File: src/rtl/signal_shrink_pkg.sv
// signal_shrink_pkg: shared state encoding and counter width helper for signal_shrink
package signal_shrink_pkg;

    typedef enum logic [1:0] {
        WAIT_REL,
        IDLE,
        MEAS
    } sig_shrink_st_e;

    function automatic int cnt_width(input int max_w);
        return $clog2(max_w + 1);
    endfunction

endpackage

File: src/rtl/signal_shrink.sv
// signal_shrink: decodes a stretched vld/vld_data level into one single-cycle event with width/data checks
//   i_clk, i_rst (async, active-high)
//   i_vld, i_vld_data          : stretched level and the data bit it carries
//   o_vld, o_vld_data          : one-cycle good-pulse event and its recovered data
//   o_short_err, o_long_err    : one-cycle width violation pulses
//   o_data_err                 : one-cycle data-changed pulse (only with SIGNAL_SHRINK_DATA_CHK_EN)
//   o_busy                     : measuring a pulse or waiting for the level to drop
module signal_shrink
    import signal_shrink_pkg::*;
#(
    parameter int EXTEND_CYC_NUM = 12,
    parameter int TOL_CYC_NUM    = 1
) (
    input  logic i_clk,
    input  logic i_rst,
    input  logic i_vld,
    input  logic i_vld_data,
    output logic o_vld,
    output logic o_vld_data,
    output logic o_short_err,
    output logic o_long_err,
    output logic o_data_err,
    output logic o_busy
);

    localparam int MIN_W = EXTEND_CYC_NUM - TOL_CYC_NUM;
    localparam int MAX_W = EXTEND_CYC_NUM + TOL_CYC_NUM;
    localparam int CNT_W = cnt_width(MAX_W);

    sig_shrink_st_e st, st_nxt;
    logic [CNT_W-1:0] cnt, cnt_nxt;
    logic data_ref, ref_nxt;
    logic data_mis;
    logic vld_nxt, vdata_nxt, short_nxt, long_nxt, derr_nxt;

`ifdef SIGNAL_SHRINK_DATA_CHK_EN
    // Accumulates only while sampling high inside MEAS; any other state leaves it cleared.
    always_ff @(posedge i_clk or posedge i_rst)
        if (i_rst)
            data_mis <= 1'b0;
        else
            data_mis <= (st == MEAS) && i_vld && (data_mis || (i_vld_data != data_ref));
`else
    assign data_mis = 1'b0;
`endif

    always_comb begin
        st_nxt    = st;
        cnt_nxt   = cnt;
        ref_nxt   = data_ref;
        vld_nxt   = 1'b0;
        vdata_nxt = 1'b0;
        short_nxt = 1'b0;
        long_nxt  = 1'b0;
        derr_nxt  = 1'b0;
        case (st)
            WAIT_REL: if (!i_vld) begin
                st_nxt  = IDLE;
                cnt_nxt = '0;
                ref_nxt = 1'b0;
            end
            IDLE: if (i_vld) begin
                st_nxt  = MEAS;
                cnt_nxt = CNT_W'(1);
                ref_nxt = i_vld_data;
            end
            MEAS: if (i_vld) begin
                // Saturating at MAX_W means the next high sample is the first one too many.
                if (cnt == CNT_W'(MAX_W)) begin
                    long_nxt = 1'b1;
                    st_nxt   = WAIT_REL;
                end else
                    cnt_nxt = cnt + CNT_W'(1);
            end else begin
                st_nxt    = IDLE;
                cnt_nxt   = '0;
                ref_nxt   = 1'b0;
                short_nxt = cnt < CNT_W'(MIN_W);
                derr_nxt  = !short_nxt && data_mis;
                vld_nxt   = !short_nxt && !data_mis;
                vdata_nxt = vld_nxt && data_ref;
            end
            default: st_nxt = WAIT_REL;
        endcase
    end

    always_ff @(posedge i_clk or posedge i_rst)
        if (i_rst) begin
            st          <= WAIT_REL;
            cnt         <= '0;
            data_ref    <= 1'b0;
            o_vld       <= 1'b0;
            o_vld_data  <= 1'b0;
            o_short_err <= 1'b0;
            o_long_err  <= 1'b0;
            o_data_err  <= 1'b0;
            o_busy      <= 1'b0;
        end else begin
            st          <= st_nxt;
            cnt         <= cnt_nxt;
            data_ref    <= ref_nxt;
            o_vld       <= vld_nxt;
            o_vld_data  <= vdata_nxt;
            o_short_err <= short_nxt;
            o_long_err  <= long_nxt;
            o_data_err  <= derr_nxt;
            o_busy      <= st_nxt != IDLE;
        end

endmodule

File: config.mk
export PLATFORM = sky130hd
export DESIGN_NAME = signal_shrink
export DESIGN_NICKNAME = d
export VERILOG_FILES = /design/src/rtl/signal_shrink_pkg.sv /design/src/rtl/signal_shrink.sv
export SDC_FILE = /design/constraint.sdc
export NUM_CORES = 1
export LEC_CHECK = 0
export CORE_AREA = 5 5 49 51
export CTS_BUF_LIST = sky130_fd_sc_hd__clkbuf_8
export CTS_CLUSTER_DIAMETER = 120
export DETAILED_ROUTE_END_ITERATION = 8
export DIE_AREA = 0 0 54 56
export SLEW_MARGIN = 20
export SYNTH_ARGS = -nofsm -noshare
export SYNTH_HDL_FRONTEND = slang
export SYNTH_SLANG_ARGS = --single-unit
File: constraint.sdc
create_clock -name i_clk -period 2.3 [get_ports i_clk]
set_clock_uncertainty 0.05 [all_clocks]
set_input_delay 0.46 -clock i_clk [delete_from_list [all_inputs] [get_ports i_clk]]
set_output_delay 0.46 -clock i_clk [all_outputs]
set_load 0.01 [all_outputs]
* Word level (Yosys, flattened, before mapping)
Cells that the tools add are included.
** Word-level totals
- Register bits after elaboration :: 12
- Input bits :: 4
- Output and inout bits :: 6
- Word-level logic and storage cells :: 48
** Operators by class
- $add $sub $neg :: 1
- $lt $le $gt $ge :: 1
- Equal/unequal tests :: 8
- Mux-type cells :: 22
- Reductions and logical operators :: 8
** Operator list (count)
- $mux W4 :: 4
- $pmux W4 S3 :: 1
- $mux W1 :: 11
- $mux W2 :: 4
- $ne A2 B2 Y1 const B :: 3
- $pmux W2 S3 :: 1
- $add A4 B1 Y4 const B :: 1
- $eq A4 B4 Y1 const B :: 1
- $lt A4 B4 Y1 const B :: 1
- $reduce_and A4 Y1 :: 1
- $ne A3 B3 Y1 const B :: 1
- $reduce_and A3 Y1 :: 1
- $reduce_bool A3 Y1 :: 1
- $eq A2 B1 Y1 const B :: 1
- $eq A2 B2 Y1 const B :: 1
- $logic_not A2 Y1 :: 1
- $ne A2 B1 Y1 const B :: 1
- $pmux W1 S2 :: 1
- $reduce_bool A2 Y1 :: 1
- $reduce_or A2 Y1 :: 1
- $logic_and A1 B1 Y1 :: 1
- $logic_not A1 Y1 :: 1

* Logic depth before layout (Yosys ltp)
- Depth in word-level cells :: 5
- Mapped depth :: 6
- Depth with buffers taken out :: 6

* Worst setup path before layout
Ideal clock, no wire load.
- Path type :: reg-to-reg
- From :: reg st[1]
- To :: reg cnt[0]
- Setup time :: 0.071 ns
- Data arrival time :: 1.606 ns
- Slack :: 0.573 ns
- Stages on the path, launching flop included :: 7
- Buffers on the path :: 0
- Clock period less this slack :: 1.727 ns
- Cell sequence :: dfrtp_1 -> inv_1 -> ha_1 -> mux2i_4 -> o21ai_2 -> or4_1 -> nand4_1
** Between the ends
- Word-level cells in the longest chain between the ends :: 3
** Ends and longest elaborated chain
- start: declaration :: RTL line signal_shrink.sv:30 : sig_shrink_st_e st, st_nxt;
- start signal: assignment :: RTL line signal_shrink.sv:99 : st <= st_nxt;
- $eq A2 B2 Y1, or another cell as far along :: RTL line signal_shrink.sv:56 : case (st)
- $ne A3 B3 Y1 (no source line), or another cell as far along
- $reduce_and A4 Y1 (no source line)
- end signal: assignment :: RTL line signal_shrink.sv:100 : cnt <= cnt_nxt;
- end: declaration :: RTL line signal_shrink.sv:31 : logic [CNT_W-1:0] cnt, cnt_nxt;
Parallel ways exist; a longest one is shown, timed or not.
A chain may end at the register's enable or synchronous reset.

* Final worst setup path
Same ends and word-level chain as after synthesis.

==> impl_summary.txt <==
----------------------------------------------------
[Synthesis]
  Post-synth ARST share ... 1.000
  Number of enable flip-flop cells after synthesis ... 0
  Dominant combinational cell family by area after synthesis ... simple AND/OR/NAND/NOR gates
  Post-Synthesis Net Count ... 82
  Multiplexer area fraction after synthesis ... 0.04647
  Register bit count reported by yosys ... 12
  Post-synthesis compound-gate area fraction ... 0.1566
  Most common flop cell mapped by yosys ... sky130_fd_sc_hd__dfrtp_1
  Post-synthesis area per instance ... 10.10 um2
  Main area contributors after synthesis ... sky130_fd_sc_hd__dfrtp_1 (41%), sky130_fd_sc_hd__ha_1 (10%), sky130_fd_sc_hd__o21ai_0 (4.1%)
  Leading cell type by number of instances after synthesis ... sky130_fd_sc_hd__dfrtp_1
  Leading post-synthesis cells by instance count ... sky130_fd_sc_hd__dfrtp_1 (12), sky130_fd_sc_hd__nand2_1 (8), sky130_fd_sc_hd__ha_1 (6), sky130_fd_sc_hd__o21ai_0 (6), sky130_fd_sc_hd__inv_1 (5)
  Top-area cell type share of the netlist area ... 0.4131
  Post-synthesis xor/xnor area fraction ... 0
  Arithmetic-cell share of the synthesized area counting full adders, half adders and majority gates ... 0.1033
  Simple-gate area share of the yosys netlist ... 0.2238
  Gate count of the mapped netlist ... 72
  Synth Warn # ... 0
  Part of the Yosys area used for sequential elements ... 0.4131
  Top cell type by total area after synthesis ... sky130_fd_sc_hd__dfrtp_1
  Synth Cell Area ... 726.9 um2
  Count of different cell masters after synthesis ... 33

[STA]
  Min Clock Period, post-route ... 1.944 ns
  RSZ-0062 raised after global routing ... no
  Final-layout setup total negative slack ... 0 ns
  Max Clock Freq ... 514.3 MHz
  # setup viols final ... 0
  Max-slew violation count ... 0
  Share of the clock period used by the worst path after layout ... 0.8454
  Number of endpoints with negative hold slack in the final report ... 0

[Final layout]
  Post-synthesis to final-layout area growth ... 21.69%
  Combined flip-flop and latch cell area ... 300.3 um2
  Final net count ... 94
  Non-filler cells, final ... 110
  Filler Cells Inserted ... 183
  Fraction of final layout cells sized beyond drive strength 1 ... 0.1566
  Count of antenna diodes in the layout ... 0
  Multi-input gate area in the final layout ... 389.1 um2

[Global routing]
  Met3 Resource Use GR ... 0.01877
  Total GRT Usage ... 0.1004
  Number of global-route vias before repair ... 503
  GRT busiest layer ... met1
  Global routing usage on met2 ... 0.1280
  Routing usage on met1 ... 0.1343
  Initial antenna violation count ... 0
  Remaining global-route overflow ... 0
  Maximum number of pins on one net before global-route repair ... 13
  Wire length of the first global-routing pass ... 2.187 mm

[Route]
  Number of vias per cell after detailed routing ... 5.018
  Count of vias placed by the detailed router ... 552
  Number of optimization iterations in the first detailed-route pass ... 4
  DR iter-0 viols ... 10
  Detailed-route DRC error count ... 0
  Final WL ... 1.287 mm
  Count of nets left with antenna violations after detail routing ... 0
  WL per Instance ... 11.70 um

[Worst setup path]
  Critical path data arrival time ... 2.06 ns
  Largest delay contributor family on the critical path ... simple AND/OR/NAND/NOR gates
  Element type at the critical path start ... flip-flop
  Critical Path Max Stage Delay ... 0.51 ns
  Startpoint-to-endpoint class of the critical path ... flip-flop to flip-flop
  Required time at the endpoint of the critical path ... 2.42 ns
  Critical path's slowest cell ... sky130_fd_sc_hd__or4_1
  CP max FO ... 7
  Buffers & Inverters on Critical Path ... 1
  Endpoint type of the worst setup path ... flip-flop
  Cell-by-cell listing of the critical path ... inv_1 -> ha_1 -> mux2i_4 -> o21ai_2 -> or4_1 -> nand4_1

[Floorplanning]
  Row cnt ... 16
  Die width ... 54 um
  Count of boundary I/O pins ... 10
  Die Area ... 3024 um2
  Initial Util ... 0.3822
  Floorplan Core Area ... 1902 um2
  Die boundary height ... 56 um

[Job]
  Maximum capacitance violations ... 0

[CTS]
  Post-CTS Setup Inserts ... 0
  CTS tree ... done
  Clock Pin Slew Worst Setup and Hold Paths ... 0.05 ns
  Post-cts gate resize count ... 0
  CTS root buf ... sky130_fd_sc_hd__clkbuf_8
  Post-CTS Hold Buffers ... 0
  Clock sink count ... 12
  Maximum clock path buffer count ... 2
  CTS buffer count ... 3
  CTS HTree Levels ... 1
  Clk Latency, worst-skew pair ... 0.24 ns

[Placed design]
  Cell count after placement ... 106
  Final weighted congestion of routability-driven global placement ... 0.8076
  Detail Placement HPWL ... 959 um
  Buffers added on ports ... 8

[Power]
  Power density over cell area ... 1089 nW/um2
  Worst IR drop on VDD ... 631.1 uV
  Leakage power summed over all cells ... 0.3969 nW

[Hold path]
  Hold Crit Class ... flip-flop to flip-flop

[Status]
  Outcome ... complete, no violations

----------------------------------------------------
-- report_power, final --
group | switching (mW) | internal, mW | leakage, nW
combinational | 0.240 | 0.195 | 0.209
clock | 0.0724 | 0.151 | 0.0288
sequential | 0.0478 | 0.257 | 0.159
-- area by class of cell --
| type | count | area share |
|---|---|---|
| repair buffers | 9 | 0.09901 |
| clock buffers | 4 | 0.06223 |
| well taps | 27 | 0.03819 |
| flip-flops and latches | 12 | 0.3395 |
| inverters | 5 | 0.02122 |
| multi-input cells | 53 | 0.4399 |
-- final timing paths --
kind | startpoint | endpoint | slack, ns | depth (start not counted)
worst max register to register | st[1] | cnt[0] | 0.36 | 6
min in group asynchronous | i_rst | cnt[1] | 0.48 | 2
worst min register to register | data_ref | o_vld_data | 0.43 | 1
worst max-delay path | st[1] | cnt[0] | 0.36 | 6
worst min-delay path | data_ref | o_vld_data | 0.43 | 1
max in group asynchronous | i_rst | st[1] | 1.43 | 2
-- cells by family after synthesis --
family,after synthesis
AND/OR/NAND/NOR,27
AO/OA/AOI/OAI,17
flip-flops,12
buffers and inverters,7
adder cells (fa/ha/maj),6
multiplexers,2
other,1
-- flip-flops by register name, summed over array words and instances (netlist names) --
| signal | count |
|---|---|
| cnt | 4 |
| data_ref | 1 |
| o_busy | 1 |
| o_long_err | 1 |
| o_short_err | 1 |
| o_vld | 1 |
| o_vld_data | 1 |
| st | 2 |
-- per-stage QoR --
step / hold WS (ns) / cell area (um2) / total power [mW] / utilization / worst slack, ns
2_1_floorplan: 0.2747 / 726.9 / 0.6415 / - / 0.5734
3_3_place_gp: 0.4158 / 829.5 / 0.7401 / 0.4362 / 0.1875
3_5_place_dp: 0.4217 / 829.5 / 0.7404 / 0.4362 / 0.1643
4_1_cts: 0.4365 / 884.6 / 0.9747 / 0.4651 / 0.3740
5_1_grt: 0.4682 / 884.6 / 1.042 / 0.4651 / 0.2690
6_report: 0.4313 / 884.6 / 0.9634 / 0.4651 / 0.3555
-- layout by cell type (no fill, tap or decap), drive strengths merged, types with 3 or more instances in the layout --
cell type and instances:
clkbuf 4, nand3 3, clkdlybuf4s50 8, o21ai 7
dfrtp 12, nand2 8, inv 5, nand4 3
ha 6
-- routing by layer --
layer,part of all wire,routed length (um)
met5,0,0
met3,0.051,65
met1,0.51,654
met2,0.40,516
met4,0.039,50
No activity file was read; power rests on OpenSTA's default activity.
==> RTL change 1: new RTL, same flow settings <==
Re-encode `sig_shrink_st_e` (3 values) as one-hot, 3 bits wide.
--- a/src/rtl/signal_shrink_pkg.sv
+++ b/src/rtl/signal_shrink_pkg.sv
@@ -1,10 +1,10 @@
 // signal_shrink_pkg: shared state encoding and counter width helper for signal_shrink
 package signal_shrink_pkg;
 
-    typedef enum logic [1:0] {
-        WAIT_REL,
-        IDLE,
-        MEAS
+    typedef enum logic [2:0] {
+        WAIT_REL = 3'b001,
+        IDLE     = 3'b010,
+        MEAS     = 3'b100
     } sig_shrink_st_e;
 
     function automatic int cnt_width(input int max_w);
Check against the original RTL: no difference found for any inputs over 10 cycles, from zero or initial values and one cycle with i_rst high; not proved beyond that.
==> RTL change 1 against the original RTL <==
- synthesized area down 3.6%
- via count decreased by 3.6%
- sequential share of layout area is 5.4 points higher
- design area is 6.2% lower
- setup slack improved by 0.15 ns
- critical path type unchanged
- sequential cell count rose by 1
- synthesized cell count is 1.4% higher
- routed wire length increased by 3.4%
- first-iteration DRC count shrank 20%
Power is not compared: it rests on default switching activity, and its combinational part moved more than twofold at a synthesized area within 25%.
==> RTL change 1: results <==
export IMPL_outcome="finished clean"
export IMPL_yosys_warnings=0
export IMPL_nNetsFinal=88
export IMPL_async_flop_share=1.00
export IMPL_placed_area_um2=785
export IMPL_cpMaxStageDelayCell="dfrtp_1"
export IMPL_rr_endpoint="cnt[3]$_DFFE_PP0P_"
export IMPL_ir_drop_uv=337
export IMPL_synthAdderAreaFrac=0.0357
export IMPL_firstDrtPassIters=4
export IMPL_cts_buffers_inserted=3
export IMPL_synth_xor_area_frac=0.0125
export IMPL_path_clk_slew_ns=0.06
export IMPL_grt_use_met2=0.152
export IMPL_muxShareOfSynthArea=0.0143
export IMPL_antenna_found_initial=0
export IMPL_cts_setup_buffers=0
export IMPL_p_sw_w=0.000247
export IMPL_seq_area_frac_synth=0.466
export IMPL_worst_r2r_path_depth=4
export IMPL_finalWirelength_um=1330
export IMPL_holdWs_ns=0.491
export IMPL_place_congestion=0.718
export IMPL_ys_top_cells_by_count="dfrtp_1 (12), nor2_1 (8), nand3_1 (5)"
export IMPL_synth_compound_area_frac=0.150
export IMPL_num_vias=532
export IMPL_core_um2=1900
export IMPL_synthTopCellsByArea="dfrtp_1 (43%), nor2_1 (4.3%), dfstp_2 (3.8%), ha_1 (3.6%), nand3_1 (3.6%)"
export IMPL_dpl_worst_slack_ns=0.393
export IMPL_dp_hpwl_um=980
export IMPL_use_met3=0.00804
export IMPL_cts_resized=0
export IMPL_nFillCells=193
export IMPL_cp_data_arrival_time_ns=1.87
export IMPL_rrSetupSlack_ns=0.51
export IMPL_drive_gt1_frac=0.123
export IMPL_syn_nets=79
export IMPL_worstPathMaxFanout=9
export IMPL_drt_iter0_markers=8
export IMPL_clock_path_buffers=2
export IMPL_first_global_vias=489
export IMPL_critPathKind="reg -> reg"
export IMPL_timing_rr_start="st[2]$_DFF_PP0_"
export IMPL_cpPeakStageDelay_ns=0.52
export IMPL_largest_registers="cnt (4), st (3)"
export IMPL_grt_usage=0.0996
export IMPL_hold_class="in -> async"
export IMPL_grt_pass1_wl_um=2300
export IMPL_grt_met1_usage=0.140
export IMPL_grt_max_degree=14
export IMPL_clock_tree_root_cell="clkbuf_8"
==> RTL change 1: changes by cell type in the layout (fill, tap and decap cells not counted), moves of 2 or more <==
cell,unedited run,this run
nand2_1,8,4
and3_1,0,2
nand4_1,3,0
o21ai_0,6,2
nor2_1,2,8
nor3_1,0,4
ha_1,6,2
nand3_1,3,5
nor2b_1,0,2
==> RTL change 1: metrics by stage <==
step / power (W) / util / instances
2_1_floorplan: 0.000518 / - / 73
3_3_place_gp: 0.000552 / 0.413 / 104
3_5_place_dp: 0.000555 / 0.413 / 104
4_1_cts: 0.000751 / 0.436 / 108
5_1_grt: 0.000801 / 0.436 / 108
6_report: 0.000748 / 0.436 / 108
==> RTL change 1: worst max path at each step <==
stage,endpoint,slack (ns),cells after the start
3_3_place_gp,cnt[3]$_DFFE_PP0P_,0.41,4
4_1_cts,cnt[3]$_DFFE_PP0P_,0.51,4
3_5_place_dp,cnt[3]$_DFFE_PP0P_,0.39,4
2_1_floorplan,cnt[3]$_DFFE_PP0P_,0.64,5
6_report,cnt[3]$_DFFE_PP0P_,0.51,4
5_1_grt,cnt[3]$_DFFE_PP0P_,0.37,4
==> RTL change 1: area by class of cell <==
type | count | area [um2] | share of cell area
multi-input cells | 51 | 322 | 0.388
repair buffers | 9 | 87.6 | 0.106
clock inverters | 1 | 3.75 | 0.00452
inverters | 4 | 15.0 | 0.0181
clock buffers | 3 | 41.3 | 0.0498
flip-flops and latches | 13 | 327 | 0.394
well taps | 27 | 33.8 | 0.0407
==> RTL change 1: metal layers <==
metal,part of all wire,routed length (um)
met2,0.48,639
met4,0.014,19
met3,0.025,33
met1,0.48,638
met5,0,0
==> RTL change 1: critical path, delay by kind of cell, from the launching register on <==
kind	cells	cell delay, ns
flip-flops	1	0.52
AND/OR/NAND/NOR	2	0.62
AO/OA/AOI/OAI	2	0.48
==> RTL change 2: new RTL, same settings <==
Made on the original files. Build with the macro `SIGNAL_SHRINK_DATA_CHK_EN` defined.
--- a/src/rtl/signal_shrink.sv
+++ b/src/rtl/signal_shrink.sv
@@ -5,6 +5,8 @@
 //   o_short_err, o_long_err    : one-cycle width violation pulses
 //   o_data_err                 : one-cycle data-changed pulse (only with SIGNAL_SHRINK_DATA_CHK_EN)
 //   o_busy                     : measuring a pulse or waiting for the level to drop
+`define SIGNAL_SHRINK_DATA_CHK_EN
+
 module signal_shrink
     import signal_shrink_pkg::*;
 #(
Formal check against the unedited RTL: same outputs for any inputs over 10 cycles, from zero or initial values and one cycle with i_rst high; that may be too few to reach the edited logic, so the function may still have changed.
==> RTL change 2 against the original RTL <==
- maximum frequency increased by 3.6%
- synthesized area grew 5.0%
- non-clock buffer count rose by 1
- routed wire length up 10%
- utilization rose by 2.4 points
- setup slack gained 0.068 ns
- highest routed layer unchanged
- combinational power is 26% lower
- sequential cell count increased by 2
- total power shrank 7.0%
- design area up 5.2%
- via count grew 8.7%
==> RTL change 2: results <==
export IMPL_grt_usage=0.113
export IMPL_nFillCells=177
export IMPL_dpl_worst_slack_ns=0.346
export IMPL_cpPeakStageDelay_ns=0.47
export IMPL_p_clk_frac=0.265
export IMPL_portBuffers=9
export IMPL_wl_per_cell_um=12.3
export IMPL_muxShareOfSynthArea=0
export IMPL_outcome="finished clean"
export IMPL_placed_area_um2=876
export IMPL_viasPerCell=5.22
export IMPL_rr_endpoint="cnt[3]$_DFFE_PP0P_"
export IMPL_grt_max_degree=15
export IMPL_ir_drop_uv=466
export IMPL_cpMaxStageDelayCell="dfrtp_1"
export IMPL_drt_iter0_markers=19
export IMPL_synth_cells=76
export IMPL_p_leak_nw=0.423
export IMPL_yosys_cell_types_count=27
export IMPL_dp_hpwl_um=1070
export IMPL_pg_seq_w=0.000338
export IMPL_syn_nets=87
export IMPL_hold_start="data_mis$_DFF_PP0_"
export IMPL_place_congestion=0.791
export IMPL_placed_cells=111
export IMPL_rrSetupSlack_ns=0.42
export IMPL_first_global_vias=551
export IMPL_synthAdderAreaFrac=0.115
export IMPL_seq_area_frac_synth=0.459
export IMPL_nNetsFinal=100
export IMPL_whs_endpoint="o_vld$_DFF_PP0_"
RTL change 2: layout make-up:
type,count,area share
multi-input combinational,54,0.399
tap,27,0.0363
clock buffer,4,0.0591
sequential,14,0.376
timing repair buffer,10,0.105
inverter,6,0.0242
RTL change 2: worst max path at each step:
stage | startpoint | end | slack (ns) | cells after the start
final | st[0]$_DFF_PP0_ | cnt[3]$_DFFE_PP0P_ | 0.42 | 6
after global routing | st[0]$_DFF_PP0_ | cnt[3]$_DFFE_PP0P_ | 0.35 | 6
after CTS | st[0]$_DFF_PP0_ | cnt[3]$_DFFE_PP0P_ | 0.42 | 6
after detailed placement | i_vld | cnt[3]$_DFFE_PP0P_ | 0.35 | 5
after global placement | i_vld | cnt[0]$_DFFE_PP0P_ | 0.38 | 6
after floorplan | st[0]$_DFF_PP0_ | cnt[3]$_DFFE_PP0P_ | 0.61 | 6
RTL change 2: routing by layer:
layer | global-route usage | wire length, um | part of all wire | vias to the layer above
li1 | - | - | - | 292
met1 | 0.158 | 684 | 0.48 | 291
met2 | 0.156 | 652 | 0.46 | 13
met3 | 0.0241 | 45 | 0.032 | 4
met4 | 0.0641 | 35 | 0.025 | 0
met5 | 0 | 0 | 0 | -
RTL change 2: metrics by stage:
step	hold WS, ns	utilization	total power, W
6_report	0.427	0.489	0.000896
4_1_cts	0.425	0.489	0.000908
5_1_grt	0.454	0.489	0.000968
3_5_place_dp	0.413	0.461	0.000664
2_1_floorplan	0.299	-	0.000575
3_3_place_gp	0.403	0.461	0.000661
